==> config.mk <==
export PLATFORM = sky130hd
export DESIGN_NAME = alu_rr_arbiter
export DESIGN_NICKNAME = d
export VERILOG_FILES = /design/src/rtl/alu_rr_arbiter.sv
export SDC_FILE = /design/constraint.sdc
export NUM_CORES = 1
export LEC_CHECK = 0
export CAP_MARGIN = 20
export CELL_PAD_IN_SITES_DETAIL_PLACEMENT = 1
export CELL_PAD_IN_SITES_GLOBAL_PLACEMENT = 1
export CORE_AREA = 4 4 236 238
export DETAILED_ROUTE_END_ITERATION = 8
export DIE_AREA = 0 0 240 242
export GPL_TIMING_DRIVEN = 0
export PLACE_DENSITY_LB_ADDON = 0.12
export SLEW_MARGIN = 20
export SYNTH_ARGS = -nofsm -noshare
export SYNTH_HDL_FRONTEND = slang
export SYNTH_SLANG_ARGS = --single-unit
==> constraint.sdc <==
create_clock -name clk -period 1.4 [get_ports clk]
set_clock_uncertainty 0.1 [all_clocks]
set_input_delay 0.21 -clock clk [delete_from_list [all_inputs] [get_ports clk]]
set_output_delay 0.21 -clock clk [all_outputs]
set_load 0.02 [all_outputs]
==> src/rtl/alu_rr_arbiter.sv <==
// rtl/alu_rr_arbiter.sv - round-robin arbiter sharing one external ALU between two requesters
module alu_rr_arbiter #(
    parameter int XLEN = 64,
    parameter int ILEN = 32
) (
    input  logic            clk,
    input  logic            rst,
    input  logic            req0_valid,
    output logic            req0_ready,
    input  logic [XLEN-1:0] req0_a,
    input  logic [XLEN-1:0] req0_b,
    input  logic [ILEN-1:0] req0_instr,
    input  logic            req1_valid,
    output logic            req1_ready,
    input  logic [XLEN-1:0] req1_a,
    input  logic [XLEN-1:0] req1_b,
    input  logic [ILEN-1:0] req1_instr,
    output logic [XLEN-1:0] alu_a,
    output logic [XLEN-1:0] alu_b,
    output logic [ILEN-1:0] alu_instr,
    input  logic [XLEN-1:0] alu_out,
    output logic            resp_valid,
    input  logic            resp_ready,
    output logic            resp_id,
    output logic [XLEN-1:0] resp_data
);

    logic last_grant;
    logic can_issue;
    logic grant0;
    logic grant1;
    logic xfer;

    // Round-robin grant: issue only when the result register can take a new value
    always_comb begin
        can_issue = !resp_valid || resp_ready;
        grant0    = 1'b0;
        grant1    = 1'b0;
        if (!rst && can_issue) begin
            if (req0_valid && req1_valid) begin
                if (last_grant) begin
                    grant0 = 1'b1;
                end else begin
                    grant1 = 1'b1;
                end
            end else if (req0_valid) begin
                grant0 = 1'b1;
            end else if (req1_valid) begin
                grant1 = 1'b1;
            end
        end
        xfer       = grant0 || grant1;
        req0_ready = grant0;
        req1_ready = grant1;
    end

    // Steer the granted requester onto the ALU; idle bus is all zeros
    always_comb begin
        alu_a     = '0;
        alu_b     = '0;
        alu_instr = '0;
        if (grant0) begin
            alu_a     = req0_a;
            alu_b     = req0_b;
            alu_instr = req0_instr;
        end else if (grant1) begin
            alu_a     = req1_a;
            alu_b     = req1_b;
            alu_instr = req1_instr;
        end
    end

    // Result register and priority pointer; a new result may replace one being drained
    always_ff @(posedge clk) begin
        if (rst) begin
            resp_valid <= 1'b0;
            resp_id    <= 1'b0;
            resp_data  <= '0;
            last_grant <= 1'b1;
        end else if (xfer) begin
            resp_valid <= 1'b1;
            resp_id    <= grant1;
            resp_data  <= alu_out;
            last_grant <= grant1;
        end else if (resp_valid && resp_ready) begin
            resp_valid <= 1'b0;
        end
    end

endmodule

Yosys cells after proc, flatten, opt, wreduce, memory -nomap -nowiden --
Index checks and enable logic that the tools add are counted.
Storage, ports and cells: bits in registers 67, logic and storage cells 29, input port bits 389
Cells by class: reduce and logical (&&, ||, !) cells 8, muxes and demuxes 17
Operators by type and width (count):
- 2-to-1 mux 64 bit | 4
- 2-to-1 mux 32 bit | 2
- 2-to-1 mux 1 bit | 11
- logical AND 1 bit | 3
- zero test 1 bit | 2
- logical OR 1 bit | 2
- nonzero test 2 bit | 1

Logic depth before layout (Yosys ltp) --
word-level depth 6, gate-level depth with buffers 6, gate-level depth less buffers 3

Least setup slack after synthesis --
Ideal clock, no wire load.
path kind flip-flop to output port, start point reg resp_valid, end point out alu_a[0], data arrival time 1.466 ns, slack -0.376 ns, buffers on the path 3, cell stages (with the launch flop) 7, path through dfxtp_1 nor2b_4 nor4b_2 buf_2 buf_6 buf_6 a22o_1
Between the ends: cells in the longest elaborated chain, start to end 6, elaborated cells on any way between the ends 7, those cells by class mux (4); reduce/logical (3)
RTL lines:
- start, declared | line 22 | output logic resp_valid,
- start signal, assigned | line 76 | resp_valid <= 1'b0;
- start signal, assigned | line 81 | resp_valid <= 1'b1;
- start signal, assigned | line 86 | resp_valid <= 1'b0;
- zero test 1 bit * | line 36 | can_issue = !resp_valid || resp_ready;
- logical OR 1 bit * | line 36
- logical AND 1 bit * | line 39 | if (!rst && can_issue) begin
- 2-to-1 mux 1 bit | line 39
- 2-to-1 mux 64 bit | line 66 | end else if (grant1) begin
- 2-to-1 mux 64 bit * | line 62 | if (grant0) begin
- end, declared | line 18 | output logic [XLEN-1:0] alu_a,
Mark *: on every way between the ends. The rest lies on a longest branch, timed or not.

Worst setup path in the final report --
start point reg resp_valid, end point out alu_b[37]
Between the ends: cells in the longest elaborated chain, start to end 6, elaborated cells on any way between the ends 7, those cells by class mux (4); reduce/logical (3)
RTL lines:
- zero test 1 bit * | line 36
- logical OR 1 bit * | line 36
- logical AND 1 bit * | line 39
- 2-to-1 mux 1 bit | line 39
- 2-to-1 mux 64 bit | line 66
- 2-to-1 mux 64 bit * | line 62
- end, declared | line 19 | output logic [XLEN-1:0] alu_b,
Marks and branches as above.

==> out/metrics.yaml <==
critPathLaunchType: "flip-flop"
async_flop_share: 0
fin_util: 0.255
hold_violations: 0
end_kind: "output pin"
synth_top_area_frac: 0.325
grt_pass1_vias: 7547
holdWs_ps: 215
yosys-top-cells-area: "a22o_1 (33%), dfxtp_1 (31%), o211ai_1 (11%), inv_1 (5.6%), buf_6 (5.5%)"
avgSynthCellArea_um2: 8.69
cts_made_buffers: 9
synth_commonest_cells: "a22o_1 (160), dfxtp_1 (67), inv_1 (64), o211ai_1 (64), o21ai_1 (38)"
die_area_mm2: 0.0581
die_h_um: 242
worst_slew_pin_slew_ps: 566
die_w_um: 240
syn_to_final_growth_pct: 217
synth_xor_area_frac: 0
synth_nets: 885
clock-root-buffer: "clkbuf_16"
drc: 0
yosysSeqAreaShare: 0.311
antenna_found_initial: 44
ir_worst_vdd_uv: 569
cts-hold-fix-buffers: 0
drv_cap: 0
nFillCells: 6165
initial_utilization: 0.0804
worstPathRequired_ps: 1090
wl_mm: 52.0
clock.fmax_mhz: 434
finalSetupViolCount: 228
fin_ws_ps: -902
gp_congestion: 0.856
finalSetupTns_ps: -155280
grt_pass1_wl_mm: 66.9
reg2reg_slack_ps: -360
synth_compound_area_frac: 0.516
clock_sinks: 67
cts_tree: "done"
p_leak_nw: 5.90
cp.arrival_ps: 1990
hold_path.class: "in2reg"
synth_top_family_by_area: "compound AO/OA/AOI/OAI gates"
dpl_worst_slack_ps: -1800
syn_area_mm2: 0.00431
grt_max_degree: 12
drtPass1Iterations: 4
grt_setup_unrepaired: "true"
p_per_area_mw_per_mm2: 665
multiInputGateArea_mm2: 0.00317
hpwlAfterDp_mm: 43.8
drive_gt1_frac: 0.360
worstSetupPathType: "reg2out"
finalNetCount: 1547
clkTransAtPathRegs_ps: 60
ys_types: 22
yosysMostFrequentCell: "a22o_1"
fin_crit_ps: 2300
clockBufferDepth: 2
cts_max_level: 3
via_count: 7164
track_usage: 0.165
ios: 617
synthFlopType: "dfxtp_1"
synth_edf_count: 0
synth_seq_cells: 67
rows: 85
synthCells: 496
synth_top_area_cell: "a22o_1"
ys_warn_count: 0
slew_headroom: 0.623
seqCellArea_mm2: 0.00135
synth_adder_area_share: 0
muxShareOfSynthArea: 0
drt_iter0_drc: 338
clk_latency_ps: 350
drt-wirelength-per-cell_um: 27.6
finalMaxSlewViolations: 0
path_max_fanout: 7
ant_nets: 0
vias_per_cell: 3.80
status: "finished, violations left"
gr-total-overflow: 0
io_buffers: 616
synth_simple_gate_area_share: 0.0174
fin_crit_sh: 1.64
core_area_mm2: 0.0536
violations: "setup timing"
power by group:
group          switching (mW)  internal [mW]
sequential             0.0809           2.05
clock                   0.952           1.52
combinational            1.96           2.52
worst max-delay path, cell delays in order (launching register included):
cell	delay [ps]
dfxtp_4	350
nor2b_4	130
nor4b_4	270
buf_6	160
buf_12	130
buf_12	160
buf_12	130
a22o_1	160
buf_6	130
metrics by stage:
step | total power [mW] | cell area (um^2) | instances
global placement | 6.15 | 12000 | 1808
finish | 9.08 | 13700 | 1883
CTS | 8.86 | 12800 | 1842
detailed placement | 6.15 | 12000 | 1808
global route | 9.53 | 13600 | 1872
floorplan | 3.65 | 4930 | 496
logic make-up after synthesis:
kind of cell	after synthesis
AND/OR/NAND/NOR	9
flip-flops	67
buffers and inverters	129
AO/OA/AOI/OAI	291
layout by cell type (no fill, tap or decap), drive strengths merged:
master | synthesis | layout
buf | 46 | 224
clkdlybuf4s15 | 0 | 27
clkbuf | 18 | 57
nor2b | 2 | 2
nor2 | 1 | 1
and4 | 1 | 1
dfxtp | 67 | 67
diode | 0 | 24
clkinv | 0 | 2
a22o | 160 | 160
o21ai | 64 | 64
a31o | 1 | 1
a221o | 1 | 1
inv | 65 | 66
nor4b | 1 | 1
nand2b | 1 | 1
or3 | 1 | 1
bufinv | 0 | 1
o211ai | 64 | 64
nand2 | 2 | 2
dlygate4sd2 | 0 | 35
a21oi | 1 | 1
clkdlybuf4s50 | 0 | 384
registers in the layout, summed over array words and instances, names as in the netlist:
name,flops
resp_data,64
last_grant,1
resp_id,1
resp_valid,1
cell type report:
class,count,share of cell area
timing repair buffer,652,0.502
multi-input combinational,300,0.232
sequential,67,0.0986
tap,696,0.0638
buffer,63,0.0579
clock buffer,12,0.0195
inverter,65,0.0179
antenna,24,0.00440
clock inverter,4,0.00339
worst paths after layout:
kind | from | endpoint | cells after the start
max | resp_valid | alu_b[37] | 8
min | rst | resp_valid | 2
min reg2reg | resp_data[50] | resp_data[50] | 2
max reg2reg | resp_valid | resp_data[23] | 7
repair_timing:
item                                    in CTS  in global routing
hold endpoints to repair                     0                  0
endpoints found under the setup margin     294                259
pin swaps                                   15                 26
setup buffers                               11                  6
gates resized for setup                   1066                262
cloned                                       7                 15
per-layer routing:
layer  up-vias  GRT usage  share of wire
met3        78     0.0888           0.12
met2       388      0.281           0.49
met5         -          0         0.0019
li1       3274          -              -
met4        16     0.0604          0.030
met1      3408      0.173           0.36
No activity file was read; power rests on OpenSTA's default activity.
